**config.mk**
```make
export PLATFORM = sky130hd
export DESIGN_NAME = wb_arbiter_2m
export DESIGN_NICKNAME = d
export VERILOG_FILES = /design/src/rtl/wb_arbiter_2m_pkg.sv /design/src/rtl/wb_arbiter_2m_pick.sv /design/src/rtl/wb_arbiter_2m.sv
export SDC_FILE = /design/constraint.sdc
export NUM_CORES = 1
export LEC_CHECK = 0
export ABC_AREA = 0
export BUFFER_PORTS_ARGS = -buffer_cell sky130_fd_sc_hd__buf_4
export CORE_AREA = 8 8 120 122
export CTS_CLUSTER_DIAMETER = 30
export DETAILED_ROUTE_END_ITERATION = 10
export DIE_AREA = 0 0 128 130
export PLACE_DENSITY = 0.63
export SYNTH_ARGS = -nofsm -noshare
export SYNTH_HDL_FRONTEND = slang
export SYNTH_HIERARCHICAL = 1
export SYNTH_SLANG_ARGS = --single-unit
```
**constraint.sdc**
```tcl
create_clock -name clk -period 2.5 [get_ports clk]
set_input_delay 0.5 -clock clk [delete_from_list [all_inputs] [get_ports clk]]
set_output_delay 0.5 -clock clk [all_outputs]
set_load 0.02 [all_outputs]
```
**src/rtl/wb_arbiter_2m_pkg.sv**
```systemverilog
// Shared types and encodings for the two-master burst arbiter wb_arbiter_2m.
// Optional round-robin policy is enabled by defining WB_ARB_ROUND_ROBIN_EN.
package wb_arbiter_2m_pkg;

    localparam int unsigned ADDR_W = 32;
    localparam int unsigned DATA_W = 32;
    localparam int unsigned BE_W   = 4;
    localparam int unsigned BC_W   = 3;

    typedef enum logic [1:0] {
        STATE_IDLE      = 2'd0,
        STATE_WRITE     = 2'd1,
        STATE_READ_CMD  = 2'd2,
        STATE_READ_DATA = 2'd3
    } state_e;

    localparam logic OWNER_M0 = 1'b0;
    localparam logic OWNER_M1 = 1'b1;

    // Command-side payload of one master, muxed as a unit onto the shared port.
    typedef struct packed {
        logic [ADDR_W-1:0] address;
        logic [DATA_W-1:0] writedata;
        logic [BE_W-1:0]   byteenable;
        logic [BC_W-1:0]   burstcount;
        logic              write;
        logic              read;
    } wb_cmd_t;

    // A burstcount of zero is treated as a single beat.
    function automatic logic [BC_W-1:0] burst_beats(input logic [BC_W-1:0] bc);
        return (bc == '0) ? BC_W'(1) : bc;
    endfunction

endpackage

```
**src/rtl/wb_arbiter_2m_pick.sv**
```systemverilog
// Arbitration policy for wb_arbiter_2m: chooses a winner from two requests.
// Fixed master-0 priority by default; round-robin when WB_ARB_ROUND_ROBIN_EN is defined.
module wb_arb_pick
    import wb_arbiter_2m_pkg::*;
(
    input  logic [1:0] req,
    input  logic       last_owner,
    output logic       grant_valid,
    output logic       grant_owner
);

`ifdef WB_ARB_ROUND_ROBIN_EN
    // On a tie the master that did not own the last burst wins.
    always_comb begin
        grant_valid = |req;
        grant_owner = OWNER_M0;
        if (req == 2'b11) begin
            grant_owner = ~last_owner;
        end else if (req == 2'b10) begin
            grant_owner = OWNER_M1;
        end
    end
`else
    // Master 0 wins every tie; history is kept upstream but not consulted.
    wire unused_last_owner = last_owner;

    always_comb begin
        grant_valid = |req;
        grant_owner = OWNER_M0;
        if (req == 2'b10) begin
            grant_owner = OWNER_M1;
        end
    end
`endif

endmodule

```
**src/rtl/wb_arbiter_2m.sv**
```systemverilog
// Two-master arbiter for a pipelined waitrequest/readdatavalid burst port; the
// grant is held for a whole burst. Policy selectable with WB_ARB_ROUND_ROBIN_EN.
module wb_arbiter_2m
    import wb_arbiter_2m_pkg::*;
(
    input  logic              clk,
    input  logic              rst,

    input  logic [ADDR_W-1:0] m0_address_i,
    input  logic [DATA_W-1:0] m0_writedata_i,
    input  logic [BE_W-1:0]   m0_byteenable_i,
    input  logic [BC_W-1:0]   m0_burstcount_i,
    input  logic              m0_write_i,
    input  logic              m0_read_i,
    output logic              m0_waitrequest_o,
    output logic              m0_readdatavalid_o,
    output logic [DATA_W-1:0] m0_readdata_o,

    input  logic [ADDR_W-1:0] m1_address_i,
    input  logic [DATA_W-1:0] m1_writedata_i,
    input  logic [BE_W-1:0]   m1_byteenable_i,
    input  logic [BC_W-1:0]   m1_burstcount_i,
    input  logic              m1_write_i,
    input  logic              m1_read_i,
    output logic              m1_waitrequest_o,
    output logic              m1_readdatavalid_o,
    output logic [DATA_W-1:0] m1_readdata_o,

    output logic [ADDR_W-1:0] s_address_o,
    output logic [DATA_W-1:0] s_writedata_o,
    output logic [BE_W-1:0]   s_byteenable_o,
    output logic [BC_W-1:0]   s_burstcount_o,
    output logic              s_write_o,
    output logic              s_read_o,
    input  logic              s_waitrequest_i,
    input  logic              s_readdatavalid_i,
    input  logic [DATA_W-1:0] s_readdata_i
);

    state_e          state_q,      state_d;
    logic            owner_q,      owner_d;
    logic            last_owner_q, last_owner_d;
    logic [BC_W-1:0] beats_q,      beats_d;

    wb_cmd_t    m0_cmd, m1_cmd, sel_cmd, win_cmd;
    logic [1:0] req;
    logic       grant_valid, grant_owner;
    logic       cmd_phase;
    logic [1:0] waitrequest_c, readdatavalid_c;

    assign m0_cmd = '{address: m0_address_i, writedata: m0_writedata_i,
                      byteenable: m0_byteenable_i, burstcount: m0_burstcount_i,
                      write: m0_write_i, read: m0_read_i};
    assign m1_cmd = '{address: m1_address_i, writedata: m1_writedata_i,
                      byteenable: m1_byteenable_i, burstcount: m1_burstcount_i,
                      write: m1_write_i, read: m1_read_i};

    assign req = {m1_read_i | m1_write_i, m0_read_i | m0_write_i};

    wb_arb_pick u_pick (
        .req         (req),
        .last_owner  (last_owner_q),
        .grant_valid (grant_valid),
        .grant_owner (grant_owner)
    );

    // Owner's command reaches the slave only in command phases; master 0 otherwise.
    assign cmd_phase = (state_q == STATE_WRITE) || (state_q == STATE_READ_CMD);
    assign sel_cmd   = (cmd_phase && (owner_q == OWNER_M1)) ? m1_cmd : m0_cmd;
    assign win_cmd   = (grant_owner == OWNER_M1) ? m1_cmd : m0_cmd;

    assign s_address_o    = sel_cmd.address;
    assign s_writedata_o  = sel_cmd.writedata;
    assign s_byteenable_o = sel_cmd.byteenable;
    assign s_burstcount_o = sel_cmd.burstcount;

    always_ff @(posedge clk or posedge rst) begin
        if (rst) begin
            state_q      <= STATE_IDLE;
            owner_q      <= OWNER_M0;
            last_owner_q <= OWNER_M1;
            beats_q      <= '0;
        end else begin
            state_q      <= state_d;
            owner_q      <= owner_d;
            last_owner_q <= last_owner_d;
            beats_q      <= beats_d;
        end
    end

    always_comb begin
        state_d      = state_q;
        owner_d      = owner_q;
        last_owner_d = last_owner_q;
        beats_d      = beats_q;
        unique case (state_q)
            STATE_IDLE: begin
                if (grant_valid) begin
                    owner_d = grant_owner;
                    if (win_cmd.write) begin
                        state_d = STATE_WRITE;
                        beats_d = burst_beats(win_cmd.burstcount);
                    end else begin
                        state_d = STATE_READ_CMD;
                    end
                end
            end
            STATE_WRITE: begin
                if (s_write_o && !s_waitrequest_i) begin
                    beats_d = beats_q - BC_W'(1);
                    if (beats_q == BC_W'(1)) begin
                        state_d      = STATE_IDLE;
                        last_owner_d = owner_q;
                    end
                end
            end
            STATE_READ_CMD: begin
                if (s_read_o && !s_waitrequest_i) begin
                    state_d = STATE_READ_DATA;
                    beats_d = burst_beats(sel_cmd.burstcount);
                end
            end
            STATE_READ_DATA: begin
                if (s_readdatavalid_i) begin
                    beats_d = beats_q - BC_W'(1);
                    if (beats_q == BC_W'(1)) begin
                        state_d      = STATE_IDLE;
                        last_owner_d = owner_q;
                    end
                end
            end
            default: state_d = STATE_IDLE;
        endcase
    end

    // Handshake routing: only the owner sees the slave; readdatavalid only in READ_DATA.
    always_comb begin
        s_write_o       = 1'b0;
        s_read_o        = 1'b0;
        waitrequest_c   = 2'b11;
        readdatavalid_c = 2'b00;
        unique case (state_q)
            STATE_WRITE: begin
                s_write_o              = sel_cmd.write;
                waitrequest_c[owner_q] = s_waitrequest_i;
            end
            STATE_READ_CMD: begin
                s_read_o               = sel_cmd.read;
                waitrequest_c[owner_q] = s_waitrequest_i;
            end
            STATE_READ_DATA: begin
                readdatavalid_c[owner_q] = s_readdatavalid_i;
            end
            default: ;
        endcase
    end

    assign m0_waitrequest_o   = waitrequest_c[0];
    assign m1_waitrequest_o   = waitrequest_c[1];
    assign m0_readdatavalid_o = readdatavalid_c[0];
    assign m1_readdatavalid_o = readdatavalid_c[1];
    assign m0_readdata_o      = s_readdata_i;
    assign m1_readdata_o      = s_readdata_i;

endmodule

```
==> results of run 1 <==
==> area by class of cell <==
cell class                      instances  area share, %
Clock buffer                            3           2.06
Inverter                                9          0.926
Multi-Input combinational cell        136           36.5
Sequential cell                         6           4.11
Tap cell                              172           5.90
Timing Repair Buffer                  239           50.5
==> repair_timing <==
item / in CTS / in global routing
gates resized for setup: 2 / 3
setup endpoints to repair: 66 / 37
pin swaps: 1 / 0
setup buffers: 5 / 0
hold buffers: 0 / 0
cloned: 1 / 0
==> power groups by stage <==
stage	clock (mW)	sequential [mW]	combinational (mW)
finish	0.257	0.214	2.60
global route	0.266	0.222	2.77
CTS	0.259	0.208	2.61
detailed placement	0	0.205	2.44
global placement	0	0.198	2.41
floorplan	0	0.183	1.62
==> worst paths after layout <==
path | to | slack [ns] | cells past startpoint
worst max register to register | beats_q[2] | 0.21 | 6
worst min register to register | beats_q[1] | 0.53 | 1
worst min-delay path | state_q[0] | 0.20 | 2
min in group clk | beats_q[1] | 0.53 | 1
max in group asynchronous | beats_q[1] | 2.09 | 2
worst max-delay path | s_writedata_o[10] | 0.08 | 6
==> worst max-delay path: stages, from the launching register on <==
cell,delay (ns)
dfrtp_1,0.41
inv_2,0.12
ha_4,0.24
nand2_8,0.09
bufbuf_16,0.32
mux2_2,0.35
buf_4,0.16
==> metal layers <==
metal  global-route usage [%]  part of all wire (%)  vias up
met4                     2.03                  0.81        0
met5                        0                     0        -
li1                         -                     -     1055
met3                     4.94                    10       11
met1                     11.6                    35     1019
met2                     21.7                    54      131
==> placed cells by master (no fill, tap or decap), types with 2 or more instances in the layout <==
cell         n
mux2_4       3
o21bai_1     2
buf_12       2
and2_1       2
nor2_1       4
mux2_2      72
buf_4      236
ha_1         6
or2_2        2
nand2b_1     2
clkbuf_16    3
mux2i_1      5
nor3_1       2
dfrtp_1      6
inv_2        2
o21ai_0      2
nand2_1     10
nor2b_1      3
inv_1        7
a311o_1      2
==> per-stage QoR <==
step / power, mW / TNS [ns]
detailed placement: 2.64 / 0
floorplan: 1.81 / 0
global route: 3.25 / -0.0104
finish: 3.07 / 0
global placement: 2.61 / 0
CTS: 3.07 / 0
==> sequential cells by signal, summed over array words and instances, names as in the netlist <==
name	flops
state_q	2
owner_q	1
beats_q	3
==> reports/results.tsv, run 1 <==
metric	value	unit
Reg area	150	um2
CP Launch Type	flip-flop	
Mapped Cells	224	
Worst-Margin Slew	0.323	ns
setup violators final	0	
Fin. Hold Viols	0	
die area	16600	um2
Worst Setup Path Type	reg -> out	
chip height	130	um
P_int	1.72	mW
hpwl dp	9240	um
Cell Area, Placed	3470	um2
final design area excluding fillers	3650	um2
nature of the critical path endpoint	output port	
maximum clock frequency	413	MHz
syn_nets	413	
Multi-input gate area	1330	um2
area grow syn2layout	81.7	%
Ports	323	
Inserted Diodes	0	
Gate power share	84.7	%
Max Cap Violations	0	
clk root buf	clkbuf_16	
Synth warnings	6	
CTS sink count	6	
final worst slack	0.0782	ns
Reg2Reg Launch Point	state_q[0]	
Worst Path Arrival	1.92	ns
post-DR wirelength/cell	18.7	um
final period utilization	96.9	%
share of layout cells above drive strength 1	82.7	%
Clk pwr share	8.4	%
core box area	12400	um2
Finished Layout Cells	565	
drt pass-1 iters	4	
RD Place Congestion	0.826	
RSZ-0062 raised after global routing	true	
vias in the first global route	2628	
# rows	41	
DRC viols	0	
status	completed	
syn avg cell area	8.97	um2
Starting Density	16.2	%
sequential share of power	7.0	%
FILL cells	1343	
Clock transition at path regs	0.03	ns
largest net degree at the start of global routing	19	
GRT Overall Usage	11.5	%
total global routing overflow	0	
Die W	128	um
CP required	2.00	ns
leakage power	1.85	nW
Worst Path Max Fanout	18	
Crit. Startpoint	state_q[0]	
CTS Buffer Depth	2	
Hold/Removal Path Class	in -> async	
final wirelength	10500	um
Clk Latency, worst-skew pair	0.23	ns
clock period minus worst slack	2.42	ns
Pins Over Slew Limit	0	
pre-CTS setup slack	0.119	ns
CTS tree	yes	
IO Port Bufs	226	
Routed Antenna Nets	0	
Net Sw Frac	43.9	%
first-pass GRT wire length	15200	um
final hold slack	0.202	ns
initial antenna violation count	0	
initial DRC count	65	
Peak VDD IR	0.367	mV
Vias/cell	3.92	
Mapped Area	2010	um2
dpl cells	556	
Pwr Density	841	nW/um2
nets@finish	584	
Net Sw Power	1.35	mW
Slew headroom	78.3	%
via count	2216	
H-tree depth	1	
final core utilization	29.4	%
clock skew	0.00425	ns
Inserted Clock Buffers	3	
Note: power is estimated with default switching activity, not from simulation.
==> run 2, diff against run 1 <==
Settings changed: CELL_PAD_IN_SITES_DETAIL_PLACEMENT set to 2, CELL_PAD_IN_SITES_GLOBAL_PLACEMENT set to 2, CORE_AREA 8 8 120 122 to not set, CORE_MARGIN set to 8, CORE_UTILIZATION set to 11, DIE_AREA 0 0 128 130 to not set, PLACE_DENSITY 0.63 to 0.87.
==> run 2 against run 1 <==
Final area rose by 1.1%; non-clock buffer count is 4 lower; total power rose by 1.2%.
==> reports/results.tsv, run 2 (synthesized netlist as in run 1, its figures left out) <==
metric	value	unit	change
initial antenna violation count	0		unchanged
nature of the critical path endpoint	output port		unchanged
Slew headroom	77.3	%	was 78.3%
chip height	151	um	was 130 um
sequential share of power	6.8	%	was 7.0%
clock skew	0.00129	ns	was 0.00425 ns
share of layout cells above drive strength 1	82.5	%	was 82.7%
largest delay contributor family on the critical path	buffers and inverters		unchanged
CP Launch Type	flip-flop		unchanged
Inserted Diodes	0		unchanged
Routed Antenna Nets	0		unchanged
via count	2249		was 2,216
initial DRC count	37		was 65
Net Sw Power	1.41	mW	was 1.35 mW
Crit. Startpoint	state_q[1]		was state_q[0]
CTS Buffer Depth	2		unchanged
total power	3.11	mW	was 3.07 mW
most frequent cells in the layout	buf_4, mux2_2, nand2_1		unchanged
Pins Over Slew Limit	0		unchanged
Clk Latency, worst-skew pair	0.23	ns	about the same
area grow syn2layout	83.8	%	was 81.7%
P_int	1.70	mW	was 1.72 mW
clk root buf	clkbuf_16		unchanged
max reg flops	3		unchanged
dpl cells	612		was 556
Worst-Margin Slew	0.340	ns	was 0.323 ns
Starting Density	11.2	%	was 16.2%
Worst Path Max Fanout	15		was 18
core box area	18000	um2	was 12,400 um2
pre-CTS setup slack	0.113	ns	was 0.119 ns
RSZ-0062 raised after global routing	false		was true
Max stage delay on crit path	0.41	ns	about the same
Ports	323		unchanged
hpwl dp	10900	um	was 9240 um
Setup TNS Final	0	ns	unchanged
Inserted Clock Buffers	3		unchanged
vias in the first global route	2724		was 2,628
biggest regs	beats_q: 3 flops, state_q: 2 flops, owner_q: 1 flops		unchanged
# rows	49		was 41
Max Cap Violations	0		unchanged
die area	22800	um2	was 16,600 um2
Hold/Removal Path Class	in -> async		unchanged
clock period minus worst slack	2.43	ns	was 2.42 ns
leakage power	1.83	nW	was 1.85 nW
IO Port Bufs	226		unchanged
Vias/cell	3.64		was 3.92
Reg2Reg Launch Point	state_q[1]		was state_q[0]
Fin. Hold Viols	0		unchanged
post-DR wirelength/cell	19.7	um	was 18.7 um
Die W	151	um	was 128 um
maximum clock frequency	411	MHz	was 413 MHz
largest net degree at the start of global routing	29		was 19
DRC viols	0		unchanged
final design area excluding fillers	3690	um2	was 3650 um2
Worst Setup Path Type	reg -> out		unchanged
Clock transition at path regs	0.04	ns	was 0.03 ns
Gate power share	84.5	%	was 84.7%
status	completed		unchanged
final period utilization	97.2	%	was 96.9%
Peak VDD IR	0.251	mV	was 0.367 mV
final worst slack	0.0690	ns	was 0.0782 ns
setup violators final	0		unchanged
Pwr Density	842	nW/um2	was 841 nW/um2
CTS Hold Buffers Added	0		unchanged
crit path buf inv count	3		unchanged
Clk pwr share	8.6	%	was 8.4%
CTS sink count	6		unchanged
final wirelength	12200	um	was 10,500 um
commonest non-fill, non-tap cell in the layout	buf_4		unchanged
cell chain of the critical path	inv_2, ha_4, nand2_8, bufbuf_16, mux2_2, buf_4		unchanged
Cell Area, Placed	3550	um2	was 3470 um2
total global routing overflow	0		unchanged
first-pass GRT wire length	17200	um	was 15,200 um
drt pass-1 iters	4		unchanged
nets@finish	580		was 584
Finished Layout Cells	618		was 565
RD Place Congestion	0.742		was 0.826
CTS tree	yes		unchanged
Largest Register	beats_q		unchanged
H-tree depth	1		unchanged
GRT Overall Usage	10.0	%	was 11.5%
slowest cell on the critical path	dfrtp_1		unchanged
Net Sw Frac	45.3	%	was 43.9%
Worst Path Arrival	1.93	ns	was 1.92 ns
CP required	2.00	ns	about the same
[run 2: final timing paths]
kind	slack, ns	end	depth (start not counted)
setup / recovery	0.07	s_writedata_o[15]	6
hold / removal	0.21	beats_q[0]	2
setup reg to reg	0.22	beats_q[2]	6
hold reg to reg	0.53	beats_q[1]	1
max in group asynchronous	2.08	beats_q[2]	2
min in group clk	0.53	beats_q[1]	1
[run 2: repair_timing]
action | in CTS | in global routing
setup buffers | 2 | 0
endpoints found under the setup margin | 67 | 0
resized for setup | 4 | 0
endpoints found under the hold margin | 0 | 0
[run 2: final cells by class]
type	count	area, um2
Clock buffer	3	75.1
Fill cell	2074	14300
Inverter	9	33.8
Multi-Input combinational cell	136	1330
Sequential cell	6	150
Tap cell	229	287
Timing Repair Buffer	235	1810
[run 2: worst reg2reg max path: cells and delay by family (launching register included)]
family | cells | cell delay (ns)
flops | 1 | 0.41
simple gates | 2 | 0.77
compound gates | 1 | 0.32
fa+ha+maj | 1 | 0.23
mux | 1 | 0.31
buf+inv | 1 | 0.12
[run 2: power groups by stage]
stage          Clock [mW]  Combinational [mW]  Sequential (mW)
2_1_floorplan           0                1.62            0.183
3_3_place_gp            0                2.48            0.199
3_5_place_dp            0                2.53            0.205
4_1_cts             0.270                2.68            0.213
5_1_grt             0.273                2.81            0.220
6_report            0.268                2.63            0.212
[run 2: through the flow]
stage | util (%) | hold slack, ns
finish | 20.5 | 0.206
global route | 20.5 | 0.230
CTS | 20.5 | 0.210
detailed placement | 19.7 | 0.453
global placement | 19.7 | 0.456
floorplan | - | 0.291
[run 2: per-layer routing]
layer  up-vias  track usage [%]  routed length [um]  part of all wire (%)
li1       1039                -                   -                     -
met1      1059             9.83                4100                    34
met2       130             18.8                6710                    55
met3        21             4.57                1190                   9.8
met4         0             2.18                 162                   1.3
met5         -                0                   0                     0
==> run 3, diff against run 2 <==
Settings changed: BUFFER_PORTS_ARGS -buffer_cell sky130_fd_sc_hd__buf_4 to -buffer_cell sky130_fd_sc_hd__buf_2.
==> run 3 against run 2 <==
Final area down 15%; setup slack improved by 0.0063 ns; die area is the same; routed wire length fell by 1.9%; critical path depth did not move.
==> reports/results.tsv, run 3 (synthesized netlist as in run 1, its figures left out) <==
metric	value	unit	change
leakage power	1.65	nW	was 1.83 nW
FILL cells	2126		was 2,074
final period utilization	97.0	%	was 97.2%
nature of the critical path endpoint	output port		unchanged
Worst-Margin Slew	0.316	ns	was 0.340 ns
Hold/Removal Path Class	in -> async		unchanged
Worst Path Arrival	1.92	ns	was 1.93 ns
post-DR wirelength/cell	19.3	um	was 19.7 um
Slew headroom	78.9	%	was 77.3%
most frequent cells in the layout	buf_2, mux2_2, nand2_1		was buf_4, mux2_2, nand2_1
drt pass-1 iters	4		unchanged
Max stage delay on crit path	0.40	ns	was 0.41 ns
maximum clock frequency	412	MHz	was 411 MHz
CTS Hold Buffers Added	0		unchanged
biggest regs	beats_q: 3 flops, state_q: 2 flops, owner_q: 1 flops		unchanged
status	completed		unchanged
RSZ-0062 raised after global routing	false		unchanged
share of layout cells above drive strength 1	82.5	%	unchanged
chip height	151	um	unchanged
Fin. Hold Viols	0		unchanged
Clock transition at path regs	0.04	ns	about the same
nets@finish	580		unchanged
# rows	49		unchanged
clk root buf	clkbuf_16		unchanged
Clk Latency, worst-skew pair	0.23	ns	about the same
CTS tree	yes		unchanged
RD Place Congestion	0.738		was 0.742
first-pass GRT wire length	16600	um	was 17,200 um
CP required	2.00	ns	about the same
final core utilization	17.5	%	was 20.5%
vias in the first global route	2807		was 2,724
Setup TNS Final	0	ns	unchanged
dpl cells	613		was 612
largest net degree at the start of global routing	26		was 29
CTS Buffer Depth	2		unchanged
cell chain of the critical path	inv_2, ha_4, nand2_4, buf_16, mux2_2, buf_2		was inv_2, ha_4, nand2_8, bufbuf_16, mux2_2, buf_4
die area	22800	um2	unchanged
Largest Register	beats_q		unchanged
setup violators final	0		unchanged
total global routing overflow	0		unchanged
slowest cell on the critical path	dfrtp_1		unchanged
Worst Setup Path Type	reg -> out		unchanged
Inserted Diodes	0		unchanged
CTS sink count	6		unchanged
clock period minus worst slack	2.42	ns	was 2.43 ns
final wirelength	11900	um	was 12,200 um
crit path buf inv count	3		unchanged
initial antenna violation count	0		unchanged
Pwr Density	908	nW/um2	was 842 nW/um2
Inserted Clock Buffers	3		unchanged
via count	2260		was 2,249
setup bufs post-CTS	0		was 2
core box area	18000	um2	unchanged
Ports	323		unchanged
Vias/cell	3.66		was 3.64
Pins Over Slew Limit	0		unchanged
Worst Path Max Fanout	24		was 15
hpwl dp	10700	um	was 10,900 um
area grow syn2layout	56.2	%	was 83.8%
Starting Density	11.2	%	unchanged
initial DRC count	42		was 37
clock skew	0.00356	ns	was 0.00129 ns
Peak VDD IR	0.244	mV	was 0.251 mV
Finished Layout Cells	618		unchanged
commonest non-fill, non-tap cell in the layout	buf_2		was buf_4
Die W	151	um	unchanged
H-tree depth	1		unchanged
Routed Antenna Nets	0		unchanged
IO Port Bufs	226		unchanged
total power	2.85	mW	was 3.11 mW
GRT Overall Usage	9.54	%	was 10.0%
max reg flops	3		unchanged
largest delay contributor family on the critical path	buffers and inverters		unchanged
DRC viols	0		unchanged
final hold slack	0.186	ns	was 0.206 ns
CP Launch Type	flip-flop		unchanged
Max Cap Violations	0		unchanged
-- run 3: cell count changes in the layout (fill, tap and decap cells not counted) --
cell       delta
buf_12        -1
buf_16        +2
buf_2       +226
buf_4       -227
bufbuf_16     -1
clkbuf_16     +1
nand2_4       +1
nand2_8       -1
-- run 3: layer usage --
| layer | part of all wire (%) | GRT usage [%] |
|---|---|---|
| met4 | 1.2 | 1.58 |
| met5 | 0 | 0 |
| met2 | 56 | 18.8 |
| met1 | 32 | 8.43 |
| met3 | 11 | 5.14 |
-- run 3: through the flow --
stage	area (um2)	setup slack [ns]
floorplan	2010	0.0821
global placement	2990	0.101
detailed placement	2990	-0.00406
CTS	3110	0.0377
global route	3140	0.0130
finish	3140	0.0753
-- run 3: worst paths after layout --
path / from / end / slack (ns) / cells past startpoint
max in group asynchronous: rst / state_q[1] / 2.10 / 2
min: rst / beats_q[1] / 0.19 / 2
max: state_q[0] / s_writedata_o[30] / 0.08 / 6
min reg2reg: beats_q[1] / beats_q[1] / 0.52 / 1
min in group clk: beats_q[1] / beats_q[1] / 0.52 / 1
max reg2reg: state_q[0] / beats_q[0] / 0.21 / 6
-- run 3: cell type report --
cell class | instances | area (um2) | area share, %
inverter | 9 | 33.8 | 1.08
sequential | 6 | 150 | 4.79
multi-input combinational | 136 | 1320 | 42.2
clock buffer | 3 | 75.1 | 2.39
tap | 229 | 287 | 9.13
timing repair buffer | 235 | 1270 | 40.4
-- run 3: power breakdown --
part / switching [mW] / internal [mW] / total (mW)
clock network: 0.0602 / 0.206 / 0.266
registers: 0.0579 / 0.148 / 0.206
logic: 1.27 / 1.11 / 2.38
total: 1.39 / 1.46 / 2.85
-- run 3: repair_timing --
action / CTS / global route
gates resized for setup: 4 / 1
endpoints found under the setup margin: 45 / 2
gates cloned: 1 / 1
